[src/rtl/hazard_sequencer.sv]
// Pipeline sequencer for the 5-stage MIPS core: load-use stalls, branch/jump flushes,
// data-memory freezes, post-reset warm-up and halt/drain/resume, plus saturating counters.
module hazard_sequencer #(
   parameter int INIT_CYCLES  = 2,
   parameter int DRAIN_CYCLES = 3,
   parameter int CNT_W        = 16
) (
   input  logic             clk_i,
   input  logic             rst_i,
   input  logic             halt_i,
   input  logic             mem_busy_i,
   input  logic             IDEX_MemRead_i,
   input  logic [4:0]       IDEX_RegRt_i,
   input  logic [4:0]       IFID_RegRs_i,
   input  logic [4:0]       IFID_RegRt_i,
   input  logic             IFID_UseRt_i,
   input  logic             Branch_i,
   input  logic             Jump_i,
   output logic             PCWrite_o,
   output logic             IFIDWrite_o,
   output logic             IFIDFlush_o,
   output logic             CtrlBubble_o,
   output logic             PipeEn_o,
   output logic             Halted_o,
   output logic [CNT_W-1:0] StallCnt_o,
   output logic [CNT_W-1:0] FlushCnt_o
);

   typedef enum logic [1:0] {
      ST_INIT  = 2'b00,
      ST_RUN   = 2'b01,
      ST_DRAIN = 2'b10,
      ST_HALT  = 2'b11
   } state_t;

   localparam int TMR_MAX = (INIT_CYCLES > DRAIN_CYCLES) ? INIT_CYCLES : DRAIN_CYCLES;
   localparam int TMR_W   = $clog2(TMR_MAX + 1);

   localparam logic [TMR_W-1:0] TMR_INIT  = TMR_W'(INIT_CYCLES);
   localparam logic [TMR_W-1:0] TMR_DRAIN = TMR_W'(DRAIN_CYCLES);
   localparam logic [TMR_W-1:0] TMR_ONE   = TMR_W'(1);
   localparam logic [CNT_W-1:0] CNT_MAX   = '1;
   localparam logic [CNT_W-1:0] CNT_ONE   = CNT_W'(1);

   state_t           state, state_nxt;
   logic [TMR_W-1:0] timer, timer_nxt;
   logic             hz;
   logic             redirect;
   logic             stall_inc;
   logic             flush_inc;

   assign hz = IDEX_MemRead_i && (IDEX_RegRt_i != 5'd0) &&
               ((IDEX_RegRt_i == IFID_RegRs_i) ||
                (IFID_UseRt_i && (IDEX_RegRt_i == IFID_RegRt_i)));
   assign redirect = Branch_i | Jump_i;

   // NOTE: every signal written here gets a default first, so no path leaves one
   // unassigned and no latch is inferred.
   always_comb begin
      PCWrite_o    = 1'b0;
      IFIDWrite_o  = 1'b0;
      IFIDFlush_o  = 1'b1;
      CtrlBubble_o = 1'b1;
      PipeEn_o     = 1'b1;
      Halted_o     = 1'b0;
      state_nxt    = state;
      timer_nxt    = timer;
      stall_inc    = 1'b0;
      flush_inc    = 1'b0;

      case (state)
         ST_INIT: begin
            if (timer == TMR_ONE) state_nxt = ST_RUN;
            else                  timer_nxt = timer - TMR_ONE;
         end

         ST_RUN: begin
            IFIDFlush_o  = 1'b0;
            CtrlBubble_o = 1'b0;
            if (mem_busy_i) begin
               PipeEn_o = 1'b0;
            end else if (hz) begin
               // ID is re-evaluated next cycle, so a pending redirect is ignored here
               CtrlBubble_o = 1'b1;
               stall_inc    = 1'b1;
            end else if (halt_i) begin
               PCWrite_o   = redirect;
               IFIDWrite_o = 1'b1;
               IFIDFlush_o = 1'b1;
               flush_inc   = redirect;
               state_nxt   = ST_DRAIN;
               timer_nxt   = TMR_DRAIN;
            end else if (redirect) begin
               PCWrite_o   = 1'b1;
               IFIDWrite_o = 1'b1;
               IFIDFlush_o = 1'b1;
               flush_inc   = 1'b1;
            end else begin
               PCWrite_o   = 1'b1;
               IFIDWrite_o = 1'b1;
            end
         end

         ST_DRAIN: begin
            if (mem_busy_i)            PipeEn_o  = 1'b0;
            else if (timer == TMR_ONE) state_nxt = ST_HALT;
            else                       timer_nxt = timer - TMR_ONE;
         end

         ST_HALT: begin
            Halted_o = 1'b1;
            if (!halt_i) state_nxt = ST_RUN;
         end

         default: state_nxt = ST_INIT;
      endcase
   end

   // NOTE: sequential state uses non-blocking assignments so every register samples
   // the pre-edge values of its neighbours.
   always_ff @(posedge clk_i or negedge rst_i) begin
      if (!rst_i) begin
         state      <= ST_INIT;
         timer      <= TMR_INIT;
         StallCnt_o <= '0;
         FlushCnt_o <= '0;
      end else begin
         state <= state_nxt;
         timer <= timer_nxt;
         if (stall_inc && (StallCnt_o != CNT_MAX)) StallCnt_o <= StallCnt_o + CNT_ONE;
         if (flush_inc && (FlushCnt_o != CNT_MAX)) FlushCnt_o <= FlushCnt_o + CNT_ONE;
      end
   end

endmodule

[config.mk]
export PLATFORM = sky130hd
export DESIGN_NAME = hazard_sequencer
export DESIGN_NICKNAME = d
export VERILOG_FILES = /design/src/rtl/hazard_sequencer.sv
export SDC_FILE = /design/constraint.sdc
export NUM_CORES = 1
export LEC_CHECK = 0
export BUFFER_PORTS_ARGS = -buffer_cell sky130_fd_sc_hd__clkbuf_2
export CORE_ASPECT_RATIO = 0.7
export CORE_UTILIZATION = 55
export CTS_BUF_LIST = sky130_fd_sc_hd__clkbuf_4 sky130_fd_sc_hd__clkbuf_8 sky130_fd_sc_hd__clkbuf_16
export CTS_CLUSTER_DIAMETER = 30
export DETAILED_ROUTE_END_ITERATION = 16
export PLACE_DENSITY_LB_ADDON = 0.2
export SLEW_MARGIN = 20
export SYNTH_ARGS = -nofsm -noshare
export SYNTH_HDL_FRONTEND = slang
export SYNTH_SLANG_ARGS = --single-unit
export TNS_END_PERCENT = 1
[constraint.sdc]
create_clock -name clk_i -period 4.3 [get_ports clk_i]
set_input_delay 0.43 -clock clk_i [delete_from_list [all_inputs] [get_ports clk_i]]
set_output_delay 0.43 -clock clk_i [all_outputs]
set_load 0.05 [all_outputs]
==> impl_summary.md, run 1 <==
Outcome
The run finished with clean final reports.

Placement
The final weighted congestion of routability-driven global placement is 0.761. The sum of net half-perimeters after detailed placement is between 3000 and 4000 um. The count of buffers inserted at the top-level ports is 60.

The placed cell count is 299. Before CTS, the worst setup slack after placement is approximately 1500 ps.

Detailed routing
The count of nets left with antenna violations after detail routing is 0. Across all layers, the routed design uses around 1,700 vias. The number of vias per cell is about 5.5.

After detailed routing, the number of remaining DRC violations is 0. The routed length per placed instance is about 13 um. The DRC violation total after the first TritonRoute iteration is 80.

The number of iterations in the first detailed-routing pass is 4. The total wire length is 4130 um.

Setup path
The worst setup path is captured at an output pin. The critical path data required time is around 3900 ps. The type of element launching the critical path is an input pin. The startpoint of the worst-slack reg-to-reg timing path is state[1]$_DFFE_PN0P_.

Of all nets on the critical path, the largest fanout is 14. Data arrives at the worst endpoint at 2440 ps. The type of the worst setup path is input pin to output pin.

The launching element of the worst setup path is IDEX_RegRt_i[3].

Clocking
The post-cts gate resize count is 0. Clock latency on the worst-skew pair, taken at its later pin, is about 290 ps. The H-tree level count is 2. The clock tree from TritonCTS is done. The number of hold buffers added after cts is 0. TritonCTS created 5 clock buffers. The tree is rooted in a clkbuf_8.

The longest clock path from root to sink contains 2 buffers. The clock net in this run drives a total of 36 sinks. After clock tree synthesis, the clock-pin slew on the worst setup and hold paths is 70 ps. The number of buffers added for setup after CTS is 0.

Power
The power density over the cells is ~500 nW/um2. The design draws about 1.2 mW. The maximum VDD drop is approximately 460 uV. The static leakage is between 1 and 1.5 nW.

Synthesis
The share of synthesized area spent on multiplexers is under 10%. The Yosys step of the flow raised 0 warnings. The number of nets in the synthesized netlist is about 230. The synthesized design spends more area on one cell type than any other, namely dfrtp_1. The distinct cell type count of the synthesized netlist is 33. The xor/xnor cell area share of the yosys netlist is approximately 17%. The instance count of the mapped netlist is slightly below 200. The synthesized design contains 36 register bits. The fraction of post-synthesis cell area in the top cell type by area is 43.8%.

The main combinational cell family by area after synthesis is simple AND/OR/NAND/NOR gates. Summing the areas of all compound-gate instances in the mapped netlist gives 4.81% of the synthesized area. The post-synthesis instance area is approximately 2000 um2. The sequential cell area fraction in the yosys report is 45.1%.

After Yosys synthesis, and, or, nand and nor cells account for between 20 and 25% of the synthesized area. In the post-synthesis netlist, the biggest area contributors are dfrtp_1, xnor2_1, xor2_1, ha_1, nand4_1. Counting flops with a built-in enable in the synthesized netlist gives 0. The mean instance size in the synthesized netlist is between 10 and 15 um2. The share of synthesized flip-flops with an asynchronous set or reset is between 90% and 100%. In the synthesized netlist the dominant register cell turns out to be dfrtp_1. The post-synthesis share of cell area spent on full adders, half adders and majority gates is under 10%.

Floorplanning
The total I/O pin count is between 60 and 70. The floorplan step defined a core boundary enclosing roughly 3300 um2. The horizontal die dimension is between 70 and 80 um. For this configuration, the core starts out at a cell density of 60.7%.

The floorplan step set the die height to 52.5 um. The standard-cell row count is 17. The die area is between 3000 and 4000 um2.

Global route
Entering global routing, the biggest net connects 37 pins. The overflow left after global routing is 0. The first global-routing pass estimated 7000 um of wire. The overall routing resource usage is between 20% and 30%.

The via count of the first global-routing pass is ~1,500. The initial antenna violation count is 0.

Final layout
0 antenna diodes ended up in the layout. The area growth from synthesis to layout is 22.6%. The net count of the finished layout is 290.

The number of cells in the finished layout apart from fillers is just over 300. The proportion of layout cells with a drive suffix above 1 is between 20 and 30%.

STA
After layout, the worst setup slack is 1430 ps. The achievable clock frequency is 348 MHz. The tightest slew margin relative to the limit is between 40% and 50%. In the final timing run, aggregate negative setup slack is 0 ps. The final-report hold violation count is 0. Setup repair after global routing left no endpoint under its margin. The number of failing setup endpoints in the final timing report is 0. The maximum clock skew at final layout is 6.69 ps.

The post-route fraction of the period consumed by the critical path is between 60% and 70%. The routed design could run at a clock period as short as approximately 2900 ps. For the pin with the worst max-slew slack, the measured transition is 879 ps. The number of max-slew violations in the final report was 0.

Run
The number of max-capacitance violations reported is 0.

Worst hold path
The type of the worst min-delay path is input pin to async pin.
-- synth_stat cells, types with 4 or more instances --
cell type / number
nand2_1: 17
a21oi_1: 4
nor2_1: 12
dfrtp_1: 35
inv_1: 6
xnor2_1: 22
mux2_2: 4
nand3_1: 11
xor2_1: 17
and3_1: 9
ha_1: 8
nand4_1: 13
nor3_1: 5
-- path summary, 6_finish.rpt --
check                      slack, ps                    endpoint  cells after the start
max                             1430                 IFIDFlush_o                      7
min                              230        state[1]$_DFFE_PN0P_                      1
max reg2reg                     2060  FlushCnt_o[15]$_DFFE_PN0P_                      8
min reg2reg                      490  StallCnt_o[14]$_DFFE_PN0P_                      1
max in group asynchronous       3530  FlushCnt_o[13]$_DFFE_PN0P_                      1
min in group clk_i               490  StallCnt_o[14]$_DFFE_PN0P_                      1
-- placed cells by master, fill, tap and decap left out, types with 2 or more instances in the layout --
| master | instances |
|---|---|
| a21oi_1 | 4 |
| and2_1 | 2 |
| and3_1 | 9 |
| and4_1 | 3 |
| clkbuf_2 | 60 |
| clkbuf_8 | 5 |
| dfrtp_1 | 35 |
| ha_1 | 8 |
| inv_1 | 6 |
| mux2_2 | 4 |
| mux2i_1 | 3 |
| nand2_1 | 17 |
| nand2b_1 | 3 |
| nand3_1 | 11 |
| nand4_1 | 13 |
| nor2_1 | 12 |
| nor3_1 | 5 |
| nor4_1 | 3 |
| o21ai_0 | 2 |
| o31ai_1 | 2 |
| xnor2_1 | 22 |
| xor2_1 | 17 |
-- layout make-up --
cell class	count	area (um2)
Clock buffer	5	68.8
Timing Repair Buffer	60	300
Multi-Input combinational cell	150	1060
Clock inverter	3	42.5
Inverter	6	22.5
Fill cell	256	842
Tap cell	47	58.8
Sequential cell	36	902
-- sequential cells by signal, summed over array words and instances, names as in the netlist --
| signal | flops |
|---|---|
| StallCnt_o | 16 |
| state | 2 |
| FlushCnt_o | 16 |
| timer | 2 |
-- cells by family after synthesis --
kind of cell | Yosys count
XOR/XNOR | 39
AND/OR/NAND/NOR | 82
adder cells (fa/ha/maj) | 8
buffers and inverters | 9
AO/OA/AOI/OAI | 14
multiplexers | 7
flip-flops | 36
-- layer usage --
metal  share of wire [%]  global-route usage, %
met5                   0                      0
met4                 1.7                   11.5
met3                 6.5                   6.54
met2                  44                   37.4
met1                  48                   33.3
-- power breakdown --
part           switching, mW  internal [mW]
logic                  0.339          0.152
registers             0.0560          0.388
clock network          0.121          0.171
total                  0.516          0.712
-- worst max-delay path, cell delays in order --
cell	delay (ps)
clkbuf_2	110
xor2_1	160
nor4_1	270
a32oi_1	290
nor2_1	760
o31ai_1	150
clkbuf_2	270
-- per-stage QoR --
stage          utilization [%]  instance area (um2)  hold slack, ps
6_report                  74.5                 2450             233
5_1_grt                   74.5                 2450             296
4_1_cts                   74.5                 2450             265
3_5_place_dp              71.1                 2340             484
3_3_place_gp              71.1                 2340             475
2_1_floorplan                -                 2000             134
Power figures use the tool's default switching activity.
==> run 2, diff against run 1 <==
--- a/config.mk
+++ b/config.mk
@@ -5,9 +5,10 @@
 export SDC_FILE = /design/constraint.sdc
 export NUM_CORES = 1
 export LEC_CHECK = 0
+export ABC_AREA = 1
 export BUFFER_PORTS_ARGS = -buffer_cell sky130_fd_sc_hd__clkbuf_2
 export CORE_ASPECT_RATIO = 0.7
-export CORE_UTILIZATION = 55
+export CORE_UTILIZATION = 49
 export CTS_BUF_LIST = sky130_fd_sc_hd__clkbuf_4 sky130_fd_sc_hd__clkbuf_8 sky130_fd_sc_hd__clkbuf_16
 export CTS_CLUSTER_DIAMETER = 30
 export DETAILED_ROUTE_END_ITERATION = 16
==> constraint.sdc (replaced) <==
create_clock -name clk_i -period 2.3 [get_ports clk_i]
set_input_delay 0.23 -clock clk_i [delete_from_list [all_inputs] [get_ports clk_i]]
set_output_delay 0.23 -clock clk_i [all_outputs]
set_load 0.05 [all_outputs]
==> impl_summary.md, run 2 <==
Outcome
Outcome: completed (unchanged).

Floorplanning
The die area is 5660 um2 (was 3890 um2). The initial standard-cell utilization of the core came to 52.9% (was 60.7%). The horizontal die dimension came to 89.5 um (was 74.1 um). The standard-cell row count was 21 (was 17). The core outline area is 4970 um2 (was 3300 um2). The die height is 63.2 um (was 52.5 um). The total I/O pin count was 61 (unchanged).

Final layout
The proportion of layout cells with a drive suffix above 1 came to 22.6% (was 28.8%). The antenna diode instance count is 0 (unchanged). The layout filler cell count is 469 (was 256). The core occupancy in the finished layout came to 61.7% (was 74.5%). The area taken by multi-input logic gates is 1440 um2 (was 1060 um2).

The final instance area was 3070 um2 (was 2450 um2). The final layout net count came to 454 (was 290). Commonest cells after routing, fill and taps aside: nand2_1, clkbuf_2, inv_1 (was clkbuf_2, dfrtp_1, xnor2_1). The footprint of the flip-flops and latches was 902 um2 (unchanged). Largest registers ranked by flip-flop count: FlushCnt_o (16), StallCnt_o (16) (unchanged). The commonest non-fill, non-tap cell in the layout was nand2_1 (was clkbuf_2). The growth of design area from synthesis to finish is 16.8% (was 22.6%).

Synthesis
The instance count of the mapped netlist was 361 (was 195). The sequential cell area fraction in the yosys report is 34.4% (was 45.1%). The post-synth net total is 392 (was 226). The most frequent cell after synthesis was nand2_1 (was dfrtp_1).

The count of flip-flops with a built-in enable after synthesis came to 0 (unchanged). The post-synthesis instance area is 2630 um2 (was 2000 um2). The fraction of post-synthesis cell area in the top cell type by area was 33.4% (was 43.8%). The share of synthesized flip-flops with an asynchronous set or reset was 100% (unchanged).

The predominant post-synthesis flop cell is dfrtp_1 (unchanged). The mean instance size in the synthesized netlist is 7.27 um2 (was 10.3 um2). The count of synthesis-stage warnings from yosys is 0 (unchanged). Leading cell types by count after synthesis: nand2_1, inv_1, dfrtp_1, nand3_1, nor2_1 (was dfrtp_1, xnor2_1, nand2_1, xor2_1, nand4_1). The distinct cell type count of the synthesized netlist is 31 (was 33). The count of state elements after synthesis is 36 (unchanged). The cell type contributing the most total cell area after synthesis is dfrtp_1 (unchanged). Main area contributors after synthesis: dfrtp_1, nand2_1, inv_1, nand3_1, xor2_1 (was dfrtp_1, xnor2_1, xor2_1, ha_1, nand4_1).

STA
The tightest slew margin relative to the limit is 37.8% (was 41.2%). Setup repair after global routing missed its margin: false (unchanged). The total negative slack is 0 ps (unchanged). The maximum clock skew at final layout is 4.91 ps (was 6.69 ps). The worst path uses between 90% and 100% of the clock period. The final-report hold violation count is 0 (unchanged). Subtracting the final worst setup slack from the clock period gives roughly 2100 ps. The achievable clock frequency is 469 MHz. The number of failing setup endpoints in the final timing report is 0 (unchanged). The post-layout worst setup margin is 167 ps (was 1430 ps). The number of max-slew violations in the final report was 0 (unchanged).

The slew at the pin closest to its max-slew limit is 933 ps (was 879 ps).

Detailed routing
The count of nets left with antenna violations after detail routing was 0 (unchanged). The detailed-route via count was 2,369 (was 1,688). The detailed-route DRC error count was 0 (unchanged).

The number of iterations in the first detailed-routing pass came to 4 (unchanged). The DRC violation total after the first TritonRoute iteration came to 120 (was 80). The routed length per placed instance is 11.5 um (was 13.5 um). The number of vias per cell was 4.81 (was 5.50). The total wire length is 5690 um (was 4130 um).

Setup path
The type of element launching the critical path is a flop (was input pin). The critical path data required time is 2070 ps (was 3870 ps). The type of the worst setup path is flop to output pin (was input pin to output pin).

The kind of capture point of the worst setup path was an output pin (unchanged). The maximum fanout count along the critical path was 7 (was 14). The slowest stage cell on the critical path is dfrtp_1 (was nor2_1). Cell breakdown of the critical path: inv_1 -> ha_1 -> inv_1 -> nor2_1 -> a22oi_1 -> clkbuf_2 (was clkbuf_2 -> xor2_1 -> nor4_1 -> a32oi_1 -> nor2_1 -> o31ai_1 -> clkbuf_2).

The depth of the worst register-to-register path came to 10 (was 8). The delay contributed by the slowest stage of the critical path was 410 ps (was 760 ps). The arrival time of the worst setup path is 1900 ps (was 2440 ps). The most prevalent standard cell on the critical path is inv_1 (was clkbuf_2).

Placement
The count of buffers inserted at the top-level ports is 60 (unchanged). The post-placement worst setup slack is 408 ps (was 1460 ps). The sum of net half-perimeters after detailed placement came to 4430 um (was 3040 um). The final weighted congestion of routability-driven global placement was 0.836 (was 0.761).

The area of placed instances is 2960 um2 (was 2340 um2).

Global route
The pin count of the biggest net entering global routing is 37 (unchanged). The via count of the first global-routing pass was 2,233 (was 1,548). The first-pass GRT wire length is 10,000 um (was 7000 um). The overflow left after global routing came to 0 (unchanged). The initial antenna violation count is 0 (unchanged). The overall routing resource usage was 23.0% (was 24.8%).

Worst hold path
The type of the worst min-delay path is input pin to async pin (unchanged).

Power
The maximum VDD drop is 381 uV (was 456 uV). The static leakage is 1.77 nW (was 1.23 nW). The overall power is 1.98 mW (was 1.23 mW). The power density over the cells came to 646 nW/um2 (was 500 nW/um2).

Clocking
The latest clock arrival within the worst-skew pair is 290 ps (about the same). The clock tree from TritonCTS is done (unchanged). The H-tree level count is 2 (unchanged).

The clock tree root driver cell is clkbuf_8 (unchanged). The clock-pin slew reported for the worst setup and hold paths after clock tree synthesis came to 70 ps (about the same). The CTS buffer count is 5 (unchanged).

The number of buffers added for setup after CTS is 0 (unchanged). The number of hold buffers added after cts is 0 (unchanged). The total number of clock tree sinks was 36 (unchanged). The post-cts gate resize count is 0 (unchanged). The maximum count of clock buffers along a single path is 2 (unchanged).

Run
The number of max-capacitance violations reported was 0 (unchanged).
run 2: changes by cell type in the layout (fill, tap and decap cells not counted), sizes merged, moves of 15 or more:
cell    delta
nand2    +105
inv       +52
nand3     +24
o21bai    +16
xnor2     -16
nor2      +15
run 2: metrics by stage:
stage	hold slack [ps]	instances
CTS	95.5	493
finish	69.6	493
global placement	418	485
detailed placement	411	485
floorplan	-65.6	361
global route	141	493
run 2: where the power goes:
part / internal, mW / switching (mW)
clock network: 0.285 / 0.224
registers: 0.690 / 0.0492
logic: 0.217 / 0.515
total: 1.19 / 0.788
run 2: logic make-up after synthesis:
family	share of synthesized area [%]
buffers and inverters	10.8
AOI/OAI and AO/OA	6.96
adders and majority gates	3.81
xor gates and xnor gates	7.34
and+or+nand+nor	36.7
DFF	34.4
run 2: worst paths after layout:
path	start	end	slack (ps)
worst max-delay path	state[1]$_DFFE_PN0P_	IFIDFlush_o	170
worst min-delay path	rst_i	FlushCnt_o[3]$_DFFE_PN0P_	70
worst max register to register	FlushCnt_o[0]$_DFFE_PN0P_	FlushCnt_o[10]$_DFFE_PN0P_	390
min in group clk_i	mem_busy_i	timer[1]$_DFFE_PN1P_	330
max in group asynchronous	rst_i	StallCnt_o[2]$_DFFE_PN0P_	1650
worst min register to register	timer[1]$_DFFE_PN1P_	timer[1]$_DFFE_PN1P_	470
run 2: metal layers:
metal  wire [um]  vias up  global-route usage, %
met1        3040     1067                   34.3
met3         266        4                   4.85
met2        2350       54                   33.5
met4          39        0                   5.95
met5           0        -                      0
li1            -     1244                      -
run 2: area by class of cell:
cell class	instances	area share, %
repair buffers	62	10.3
well taps	69	2.82
multi-input cells	260	47.0
flip-flops and latches	36	29.4
inverters	58	7.10
clock buffers	8	3.39
run 2: worst max-delay path, delay by kind of cell, from the launching register on:
family          cells  cell delay (ps)
buf+inv             3              540
compound gates      1              110
fa+ha+maj           1              390
flops               1              410
simple gates        1              150
==> run 3, diff against run 2 <==
==> constraint.sdc (replaced) <==
create_clock -name clk_i -period 2.3 [get_ports clk_i]
set_input_delay 0.23 -clock clk_i [delete_from_list [all_inputs] [get_ports clk_i]]
set_output_delay 0.23 -clock clk_i [all_outputs]
set_load 0.1 [all_outputs]
==> impl_summary.md, run 3 (same netlist as run 2, synthesis figures left out) <==
Placement
The area of placed instances came to 2970 um2 (was 2960 um2). The count of buffers inserted at the top-level ports is 60 (unchanged). The sum of net half-perimeters after detailed placement came to 4370 um (was 4430 um). The final weighted congestion of routability-driven global placement is 0.868 (was 0.836).

STA
The maximum clock skew at final layout is 9.64 ps (was 4.91 ps). The final-report hold violation count is 0 (unchanged). The number of max-slew violations in the final report came to 0 (unchanged). Setup repair after global routing missed its margin: false (unchanged). The achievable clock frequency is 476 MHz (was 469 MHz).

The tightest slew margin relative to the limit is 39.7% (was 37.8%). The post-route fraction of the period consumed by the critical path is 91.4% (was 92.8%). The minimum hold slack came to 67.2 ps (was 69.6 ps). The number of failing setup endpoints in the final timing report is 0 (unchanged). The post-layout minimum cycle time is 2100 ps (was 2130 ps). The slew at the pin closest to its max-slew limit came to 904 ps (was 933 ps).

Setup path
The critical path data required time came to 2070 ps (about the same). The worst setup slack for register-to-register paths is 480 ps (was 390 ps). The startpoint of the worst-slack reg-to-reg timing path is FlushCnt_o[1]$_DFFE_PN0P_ (was FlushCnt_o[0]$_DFFE_PN0P_). The arrival time of the worst setup path is 1870 ps (was 1900 ps). The kind of capture point of the worst setup path is an output pin (unchanged). The maximum fanout count along the critical path is 7 (unchanged). The depth of the worst register-to-register path is 10 (unchanged).

The type of the worst setup path is flop to output pin (unchanged). The reg-to-reg endpoint is FlushCnt_o[10]$_DFFE_PN0P_ (unchanged). The type of element launching the critical path is a flop (unchanged).

Detailed routing
The met3 wirelength from detailed routing is 304 um (was 266 um). The DRC violation total after the first TritonRoute iteration is 81 (was 120). The number of iterations in the first detailed-routing pass is 4 (unchanged).

The routed length per placed instance is 11.4 um (was 11.5 um). The uppermost layer routed is met4 (unchanged). The count of nets left with antenna violations after detail routing is 0 (unchanged). The detailed-route DRC error count is 0 (unchanged). The number of vias per cell is 4.78 (was 4.81). The detailed-route via count is 2,358 (was 2,369). The routed wire length on met2 was 2340 um (was 2350 um). The total wire length is 5620 um (was 5690 um). The length of routed wiring on met1 was 2950 um (was 3040 um).

Final layout
Commonest cells after routing, fill and taps aside: nand2_1, clkbuf_2, inv_1 (unchanged). The growth of design area from synthesis to finish is 17.3% (was 16.8%). The footprint of the flip-flops and latches is 902 um2 (unchanged). The layout filler cell count is 455 (was 469). The commonest non-fill, non-tap cell in the layout is nand2_1 (unchanged). Largest registers ranked by flip-flop count: FlushCnt_o (16), StallCnt_o (16) (unchanged).

The final layout net count is 454 (unchanged). The area taken by multi-input logic gates was 1450 um2 (was 1440 um2). The antenna diode instance count is 0 (unchanged). The proportion of layout cells with a drive suffix above 1 is 23.1% (was 22.6%). The final instance area is 3080 um2 (was 3070 um2).

Clocking
The total number of clock tree sinks is 36 (unchanged). The latest clock arrival within the worst-skew pair was 280 ps (was 290 ps). The CTS buffer count came to 5 (unchanged). The maximum count of clock buffers along a single path is 2 (unchanged). The clock-pin slew reported for the worst setup and hold paths after clock tree synthesis is 80 ps (was 70 ps).

The clock tree root driver cell is clkbuf_8 (unchanged). The H-tree level count is 2 (unchanged). The number of hold buffers added after cts was 0 (unchanged). The clock tree from TritonCTS is done (unchanged).

Global route
The first-pass GRT wire length was 9740 um (was 10,000 um). The overall routing resource usage was 22.0% (was 23.0%). The initial antenna violation count is 0 (unchanged). The pin count of the biggest net entering global routing was 37 (unchanged). The overflow left after global routing is 0 (unchanged). The via count of the first global-routing pass is 2,198 (was 2,233).

Power
The clock group share of total power is 24.6% (was 25.7%). The static leakage is 1.77 nW (about the same). The net switching component of the power is 1.01 mW (was 788 uW). The proportion of power drawn by combinational gates is 42.6% (was 37.0%). The maximum VDD drop is 287 uV (was 381 uV). The cell internal power dissipation is 1.25 mW (was 1.19 mW). The part of the power in registers is 32.7% (was 37.3%).

The net switching share of the total power is 44.7% (was 39.8%). The power density over the cells is 733 nW/um2 (was 646 nW/um2).

Floorplanning
The die height is 63.2 um (unchanged). The standard-cell row count is 21 (unchanged). The horizontal die dimension is 89.5 um (unchanged). The total I/O pin count is 61 (unchanged).

The initial standard-cell utilization of the core is 52.9% (unchanged). The die area was 5660 um2 (unchanged). The core outline area is 4970 um2 (unchanged).

Run
The number of max-capacitance violations reported is 0 (unchanged).

Outcome
Outcome: completed (unchanged).

Worst hold path
The type of the worst min-delay path is input pin to async pin (unchanged).
-- run 3: changes by cell type in the layout (fill, tap and decap cells not counted) --
cell,previous run,this run
clkbuf_8,7,5
ha_1,8,7
a22oi_2,0,1
buf_2,0,1
ha_2,0,1
clkinv_2,0,1
bufinv_16,0,1
clkbuf_2,60,59
a22oi_1,1,0
-- run 3: how the worst max path moves through the flow --
stage	start	endpoint	slack (ps)	cells after the start
floorplan	state[1]$_DFFE_PN0P_	PCWrite_o	-380	4
CTS	state[1]$_DFFE_PN0P_	IFIDFlush_o	9	6
global route	state[1]$_DFFE_PN0P_	IFIDFlush_o	90	6
detailed placement	state[1]$_DFFE_PN0P_	IFIDFlush_o	320	6
finish	state[1]$_DFFE_PN0P_	IFIDFlush_o	200	6
global placement	state[1]$_DFFE_PN0P_	IFIDFlush_o	410	6
-- run 3: worst max-delay path, cell delays in order (launching register included) --
cell and delay, ps:
dfrtp_1 410, inv_1 110, ha_2 260, inv_1 130, nor2_1 80, a22oi_2 170, buf_2 440
-- run 3: area by class of cell --
cell class / count / area share [%]
tap: 69 / 2.80
timing repair buffer: 62 / 10.2
inverter: 58 / 7.07
clock buffer: 6 / 2.48
sequential: 36 / 29.3
multi-input combinational: 260 / 47.0
clock inverter: 2 / 1.14
-- run 3: repair_timing --
action	CTS	global route
setup buffers	0	0
setup endpoints to repair	0	2
resized for setup	0	2
-- run 3: metal layers --
layer / track usage (%) / up-vias
li1: - / 1253
met1: 32.1 / 1043
met2: 33.8 / 60
met3: 4.33 / 2
met4: 4.17 / 0
met5: 0 / -
-- run 3: power groups by stage --
stage | clock [mW] | combinational [mW] | sequential (mW)
6_report | 0.557 | 0.963 | 0.739
5_1_grt | 0.607 | 1.04 | 0.746
4_1_cts | 0.576 | 0.958 | 0.738
3_5_place_dp | 0 | 0.954 | 0.751
2_1_floorplan | 0 | 0.722 | 0.808
3_3_place_gp | 0 | 0.945 | 0.747
-- run 3: metrics by stage --
stage               utilization (%)  setup WS (ps)  power [mW]  cells  setup TNS (ps)
floorplan                         -           -376        1.53    361            -693
global placement               59.7            415        1.69    485               0
detailed placement             59.7            315        1.70    485               0
CTS                            62.0           8.63        2.27    493               0
global route                   62.0           92.8        2.39    493               0
finish                         62.0            199        2.26    493               0
